[src/rtl/parking_lot_ctrl.sv]
// Parking lot controller: occupancy bitmap, lowest-free slot allocation, timed entry door
// with a one-deep pending-entry buffer, and entry-reject / illegal-exit pulses.
module parking_lot_ctrl #(
  parameter int unsigned NUM_SLOTS = 4,
  parameter int unsigned SLOT_W    = 2,
  parameter int unsigned DOOR_HOLD = 3
) (
  input  logic                 clk,
  input  logic                 reset,
  input  logic                 entry_sensor,
  input  logic                 exit_sensor,
  input  logic [SLOT_W-1:0]    exit_location,
  output logic                 door_open,
  output logic                 full_light,
  output logic [NUM_SLOTS-1:0] occupancy,
  output logic [SLOT_W:0]      free_count,
  output logic [SLOT_W-1:0]    best_slot,
  output logic                 entry_rejected,
  output logic                 exit_error
);

  localparam int unsigned CntW = $clog2(DOOR_HOLD + 1);

  typedef enum logic [0:0] {StIdle, StOpen} state_e;

  state_e                 state_q, state_d;
  logic [CntW-1:0]        cnt_q, cnt_d;
  logic [NUM_SLOTS-1:0]   occ_q, occ_d;
  logic                   door_q, door_d;
  logic                   pending_q, pending_d;
  logic                   rej_q, rej_d;
  logic                   err_q, err_d;
  logic                   entry_q;

  logic                   entry_ev;
  logic [NUM_SLOTS-1:0]   exit_hit;
  logic                   exit_legal;
  logic [NUM_SLOTS-1:0]   occ_x;
  logic [NUM_SLOTS-1:0]   alloc;
  logic                   full_x;
  logic                   req;

  assign entry_ev = entry_sensor & ~entry_q;

  // Exit decode; an index beyond NUM_SLOTS matches no slot and is therefore illegal.
  always_comb begin
    exit_hit = '0;
    for (int i = 0; i < int'(NUM_SLOTS); i++) begin
      exit_hit[i] = exit_sensor && (exit_location == SLOT_W'(i));
    end
    exit_legal = |(exit_hit & occ_q);
    occ_x      = exit_legal ? (occ_q & ~exit_hit) : occ_q;
    full_x     = &occ_x;
  end

  // Lowest free slot of the post-exit bitmap, as a one-hot grant.
  always_comb begin
    alloc = '0;
    for (int i = int'(NUM_SLOTS) - 1; i >= 0; i--) begin
      if (!occ_x[i]) begin
        alloc    = '0;
        alloc[i] = 1'b1;
      end
    end
  end

  // State register: FSM state and door hold counter.
  always_ff @(posedge clk) begin
    if (reset) begin
      state_q <= StIdle;
      cnt_q   <= '0;
    end else begin
      state_q <= state_d;
      cnt_q   <= cnt_d;
    end
  end

  // Datapath registers: bitmap, door, pending buffer, pulses, sensor history.
  always_ff @(posedge clk) begin
    if (reset) begin
      occ_q     <= '0;
      door_q    <= 1'b0;
      pending_q <= 1'b0;
      rej_q     <= 1'b0;
      err_q     <= 1'b0;
      entry_q   <= 1'b0;
    end else begin
      occ_q     <= occ_d;
      door_q    <= door_d;
      pending_q <= pending_d;
      rej_q     <= rej_d;
      err_q     <= err_d;
      entry_q   <= entry_sensor;
    end
  end

  // Next-state logic: admission in IDLE, door timing and entry buffering in OPEN.
  always_comb begin
    state_d   = state_q;
    cnt_d     = cnt_q;
    occ_d     = occ_x;
    door_d    = door_q;
    pending_d = pending_q;
    rej_d     = 1'b0;
    err_d     = exit_sensor & ~exit_legal;
    req       = entry_ev | pending_q;

    unique case (state_q)
      StIdle: begin
        if (req) begin
          pending_d = 1'b0;
          if (!full_x) begin
            occ_d   = occ_x | alloc;
            door_d  = 1'b1;
            cnt_d   = CntW'(DOOR_HOLD - 1);
            state_d = StOpen;
          end else begin
            rej_d = 1'b1;
          end
        end
      end
      StOpen: begin
        if (cnt_q == '0) begin
          door_d  = 1'b0;
          state_d = StIdle;
        end else begin
          cnt_d = cnt_q - 1'b1;
        end
        // Only one car can wait behind the door; a further arrival is turned away.
        if (entry_ev) begin
          if (!pending_q) pending_d = 1'b1;
          else            rej_d     = 1'b1;
        end
      end
      default: state_d = StIdle;
    endcase
  end

  // Outputs: registered controls plus status derived directly from the bitmap.
  always_comb begin
    door_open      = door_q;
    occupancy      = occ_q;
    entry_rejected = rej_q;
    exit_error     = err_q;
    full_light     = &occ_q;
    free_count     = (SLOT_W + 1)'(NUM_SLOTS);
    best_slot      = '0;
    for (int i = 0; i < int'(NUM_SLOTS); i++) begin
      free_count = free_count - (SLOT_W + 1)'(occ_q[i]);
    end
    for (int i = int'(NUM_SLOTS) - 1; i >= 0; i--) begin
      if (!occ_q[i]) best_slot = SLOT_W'(i);
    end
  end

endmodule
[config.mk]
export PLATFORM = sky130hd
export DESIGN_NAME = parking_lot_ctrl
export DESIGN_NICKNAME = d
export VERILOG_FILES = /design/src/rtl/parking_lot_ctrl.sv
export SDC_FILE = /design/constraint.sdc
export NUM_CORES = 1
export LEC_CHECK = 0
export BUFFER_PORTS_ARGS = -buffer_cell sky130_fd_sc_hd__buf_2
export CAP_MARGIN = 25
export CORE_MARGIN = 4
export CORE_UTILIZATION = 40
export DETAILED_ROUTE_END_ITERATION = 10
export GPL_ROUTABILITY_DRIVEN = 1
export GPL_TIMING_DRIVEN = 0
export PLACE_DENSITY_LB_ADDON = 0.25
export SYNTH_ARGS = -nofsm -noshare
export SYNTH_HDL_FRONTEND = slang
export SYNTH_SLANG_ARGS = --single-unit
export TNS_END_PERCENT = 5
[constraint.sdc]
create_clock -name clk -period 2 [get_ports clk]
set_input_delay 0.1 -clock clk [delete_from_list [all_inputs] [get_ports clk]]
set_output_delay 0.1 -clock clk [all_outputs]
set_load 0.01 [all_outputs]
==> results.toml, run 1 <==
[floorplanning]
std_cell_rows = 15
die_h_um = 51.3
die_x_um = 51.3
start_util_pct = 42.9
pin_count = 19
coreArea_um2 = 1750
dieArea_um2 = 2630

[job]
maxCapViolCount = 0

[grt]
grt-ovfl-total = 0
grt.total_usage_pct = 14.1
grt_pass1_wl_mm = 2.82
antenna_found_initial = 0
grt_max_degree = 11
grt_pass1_vias = 611

[synth]
yosysMostFrequentCell = "dfxtp_1"
netlist_area_um2 = 748
synth_top_cell_by_area = "dfxtp_1"
synth_edf_count = 0
synth_ff_type = "dfxtp_1"
synth.distinct_cells = 34
syn_avg_cell_area_um2 = 9.12
synth_cells = 82
ys_ff_latch = 12
async_flop_share_pct = 0
yosys_warnings = 0
synth-seq-area-share_pct = 32.1
synthesis.nets = 93
synth_area_leaders = "dfxtp_1, ha_1, inv_1, a221oi_2, clkbuf_8"
synth_top_area_share_pct = 32.1
synth_common_cells = "dfxtp_1, inv_1, nand2_1, nor2_1, o21ai_0"

[drt]
drtIter0Drc = 8
wl_mm = 1.56
first_pass_iters = 4
wl_per_cell_um = 12.1
drc_errors = 0
vias = 653
viasPerCell = 5.06
ant_nets = 0

[worst_setup_path]
setup.worst_path.end_class = "output pin"
criticalPathCategory = "reg2out"
start_kind = "register"
cp.required_ns = 1.90
rr_worst_depth = 5
r2r_setup_slack_ns = 0.77
timing.rr.start = "cnt_q[0]"
r2r_end = "cnt_q[1]"
critical_path_arrival_ns = 1.82
cp-startpoint = "occupancy[2]"
crit_fanout = 8
crit_path_end = "free_count[1]"

[sta]
fin_crit_ns = 1.92
hold_viol_final = 0
max_slew_margin_pct = 78.9
period_share_pct = 95.9
hold_ws_ns = 0.0523
rsz0062_at_grt = "no"
finalSetupViolCount = 0
drv_slew = 0
fin_skew_ns = 0.00495
fmax_ghz = 0.521
fin_setup_tns_ns = 0
tightest_slew_ns = 0.317

[clock_tree]
clk_pin_slew_ns = 0.08
cts_buffers = 3
clk_path_buf_depth = 2
worstSkewPairLatency_ns = 0.28
cts_sinks = 12
post_cts_buffers = 0
cts-root-buf = "clkbuf_4"
cts_resized = 0
cts_hold_buffers = 0
cts_max_level = 1
cts_tree = "done"

[power]
irDropWorstVdd_mv = 0.538
powerDensity_nw_per_um2 = 633
p_leak_uw = 0.000402

[place]
place.gp.congestion = 0.754
port-buffer-count = 18
dp_hpwl_mm = 1.16
postPlaceCellArea_um2 = 870

[layout]
drive_gt1_share_pct = 34.6
fin_area_um2 = 908
syn2layout_area_growth_pct = 21.4
fin_nets = 116
n_antenna_cell = 0

[worst_hold_path]
min_path_cells = 2
hold_class = "in2reg"

[outcome]
status = "complete, no violations"
[metal layers]
metal / share of wire (%) / GRT usage [%]
met5: 0 / 0
met4: 2.0 / 5.24
met3: 4.9 / 5.54
met2: 45 / 20.4
met1: 48 / 18.8
[area by class of cell]
cell class,count,area (µm²)
plain buffers,4,47.5
clock buffers,4,36.3
fillers,174,837
inverters,10,37.5
multi-input cells,56,423
flip-flops and latches,12,243
well taps,25,31.3
repair buffers,18,90.1
[power by group]
group          total, µW  internal (µW)  leakage (µW)  switching [µW]
clock network        195            111     0.0000210            83.9
logic                113           51.9      0.000282            61.2
registers            267            253     0.0000992            13.9
[worst max-delay path: stages, from the launching register on]
cell     delay, ns
dfxtp_1       0.51
fa_1          0.47
inv_1         0.06
ha_1          0.14
ha_1          0.22
buf_2         0.14
[cell families (layout without fill, tap and decap cells)]
logic type      count (synthesis)  count (layout)  share of synthesized area, %
compound gates                 22              22                          23.9
buf+inv                        14              36                          11.4
fa+ha+maj                       5               5                          9.36
mux                             1               1                          1.34
simple gates                   28              28                          21.9
flops                          12              12                          32.1
[sequential cells by signal (all words and copies together) (netlist names)]
name / cells
cnt_q: 2
door_open: 1
entry_q: 1
entry_rejected: 1
exit_error: 1
occupancy: 4
pending_q: 1
state_q: 1
[through the flow]
step	util, %	std cells	setup WS [ns]	power [µW]
finish	52.0	129	0.0824	575
global route	52.0	129	0.00199	615
CTS	51.9	129	0.0143	585
detailed placement	49.8	125	0.329	385
global placement	49.8	125	0.342	382
floorplan	-	82	0.441	347
[cells in the final DEF, fill, tap and decap left out, drive strengths merged]
cell,Yosys,layout
ha,4,4
a221oi,4,4
nand2,6,6
nand3b,1,1
mux2i,1,1
nand4b,1,1
o2111ai,1,1
nand2b,2,2
and3b,2,2
and2,1,1
o221ai,1,1
a22oi,1,1
nor3,3,3
a21o,1,1
nor2b,3,3
o211ai,3,3
dfxtp,12,12
o21ai,6,6
fa,1,1
buf,1,19
nor2,5,5
or3b,1,1
a21oi,4,4
and3,2,2
clkbuf,3,7
a2111oi,1,1
or2b,1,1
inv,10,10
[how the worst min path moves through the flow]
stage	start	endpoint	slack, ns
floorplan	reset	exit_error	0.17
global placement	entry_sensor	entry_q	0.32
detailed placement	entry_sensor	entry_q	0.33
CTS	reset	exit_error	0.04
global route	reset	exit_error	0.06
finish	reset	exit_error	0.05
No activity file was read; power rests on OpenSTA's default activity.
==> run 2: changes to the inputs <==
--- a/config.mk
+++ b/config.mk
@@ -8,11 +8,12 @@
 export BUFFER_PORTS_ARGS = -buffer_cell sky130_fd_sc_hd__buf_2
 export CAP_MARGIN = 25
 export CORE_MARGIN = 4
-export CORE_UTILIZATION = 40
+export CORE_UTILIZATION = 45
 export DETAILED_ROUTE_END_ITERATION = 10
 export GPL_ROUTABILITY_DRIVEN = 1
 export GPL_TIMING_DRIVEN = 0
 export PLACE_DENSITY_LB_ADDON = 0.25
+export SLEW_MARGIN = 15
 export SYNTH_ARGS = -nofsm -noshare
 export SYNTH_HDL_FRONTEND = slang
 export SYNTH_SLANG_ARGS = --single-unit
==> constraint.sdc (replaced) <==
create_clock -name clk -period 1.9 [get_ports clk]
set_input_delay 0.095 -clock clk [delete_from_list [all_inputs] [get_ports clk]]
set_output_delay 0.095 -clock clk [all_outputs]
set_load 0.01 [all_outputs]
==> results.toml, run 2 (synthesis results as in run 1) <==
[worst_setup_path]
setup.worst_path.end_class = "output pin"
slowest_stage = "fa_1"
cp.required_ns = 1.80
cp_common_cell = "ha_4"
cpPeakStageDelay_ns = 0.54
start_kind = "register"
crit_fanout = 3
critical_path_arrival_ns = 1.74
path_cells = "fa_1, inv_2, ha_4, ha_4, buf_6"
cp-startpoint = "occupancy[1]"
criticalPathCategory = "reg2out"
timing.rr.start = "cnt_q[0]"

[clock_tree]
clk_pin_slew_ns = 0.09
cts_tree = "done"
cts_sinks = 12
cts_max_level = 1
clk_path_buf_depth = 2
cts-root-buf = "clkbuf_4"
worstSkewPairLatency_ns = 0.29
cts_buffers = 3

[power]
clkPwrFrac_pct = 34.0
powerDensity_nw_per_um2 = 670
p_int_uw = 452
power_switching_uw = 185
p_leak_uw = 0.000417
pwr-share-seq_pct = 43.1
power_frac_comb_pct = 22.8
irDropWorstVdd_mv = 0.380
p_sw_share_pct = 29.0

[drt]
drtIter0Drc = 12
drc_errors = 0
viasPerCell = 5.44
vias = 664
first_pass_iters = 4
wl_per_cell_um = 13.5
ant_nets = 0
wl_mm = 1.65

[grt]
antenna_found_initial = 0
grt_pass1_wl_mm = 2.70
grt_max_degree = 11
grt_pass1_vias = 591
grt.total_usage_pct = 14.6
grt-ovfl-total = 0

[place]
dp_hpwl_mm = 1.09
port-buffer-count = 18
postPlaceCellArea_um2 = 858
pre_cts_ws_ns = 0.220
placed_cells = 116
place.gp.congestion = 0.759

[job]
maxCapViolCount = 0

[sta]
fmax_ghz = 0.544
setup_slack_ns = 0.0629
fin_skew_ns = 0.00975
hold_viol_final = 0
tightest_slew_ns = 0.242
max_slew_margin_pct = 83.8
fin_crit_ns = 1.84
period_share_pct = 96.7
drv_slew = 0
finalSetupViolCount = 0

[layout]
layoutNonFillerInstCount = 122
largest_reg_flops = 4
layout_commonest_cell = "buf_2"
fin_area_um2 = 950
num-fill-cells = 129
final_core_util_pct = 61.6
syn2layout_area_growth_pct = 26.9
fin_nets = 118
n_antenna_cell = 0
final_cell_mix = "buf_2, inv_1, dfxtp_1"
drive_gt1_share_pct = 39.6

[floorplanning]
dieArea_um2 = 2380
die_x_um = 48.8
std_cell_rows = 14
start_util_pct = 48.5
coreArea_um2 = 1540
pin_count = 19
die_h_um = 48.8

[outcome]
status = "complete, no violations"

[worst_hold_path]
hold_class = "in2reg"
min_from = "reset"
-- run 2: metrics by stage --
step	power, µW	setup TNS (ns)	hold WS (ns)
floorplan	365	0	0.164
global placement	402	0	0.321
detailed placement	404	0	0.325
CTS	620	0	0.0333
global route	671	-0.000445	0.0329
finish	637	0	0.0318
-- run 2: worst max-delay path, delay by kind of cell (launching register included) --
kind                     cells  cell delay, ns
buffers and inverters        2            0.13
flip-flops                   1            0.37
adder cells (fa/ha/maj)      3            0.94
-- run 2: worst paths after layout --
check                       end  slack, ns  depth (start not counted)
setup / recovery  free_count[1]       0.06                          5
hold / removal       exit_error       0.03                          2
setup reg to reg       cnt_q[1]       0.71                          5
hold reg to reg       door_open       0.47                          2
-- run 2: per-layer routing --
metal	up-vias	wire length, µm	global-route usage (%)
met5	-	0	0
met4	0	43	8.07
met3	5	98	4.59
met2	21	732	20.4
met1	298	774	19.5
li1	340	-	-
-- run 2: power groups by stage --
stage	Sequential [µW]	Clock, µW	Combinational (µW)
floorplan	287	0	78.0
global placement	286	0	115
detailed placement	286	0	118
CTS	277	218	126
global route	276	233	162
finish	275	217	145
-- run 2: layout make-up --
class                   count  area [µm²]  share of cell area (%)
well taps                  16        20.0                    2.11
clock buffers               4        36.3                    3.82
plain buffers               4        47.5                    5.01
repair buffers             20         111                    11.7
flip-flops and latches     12         249                    26.2
multi-input cells          56         448                    47.2
inverters                  10        37.5                    3.95
-- run 2: timing repair --
| action | CTS | global route |
|---|---|---|
| resized for setup | 4 | 6 |
| setup buffers | 1 | 1 |
| hold endpoints to repair | 0 | 0 |
| hold buffers | 0 | 0 |
| pin swaps | 0 | 2 |
| setup endpoints to repair | 1 | 1 |
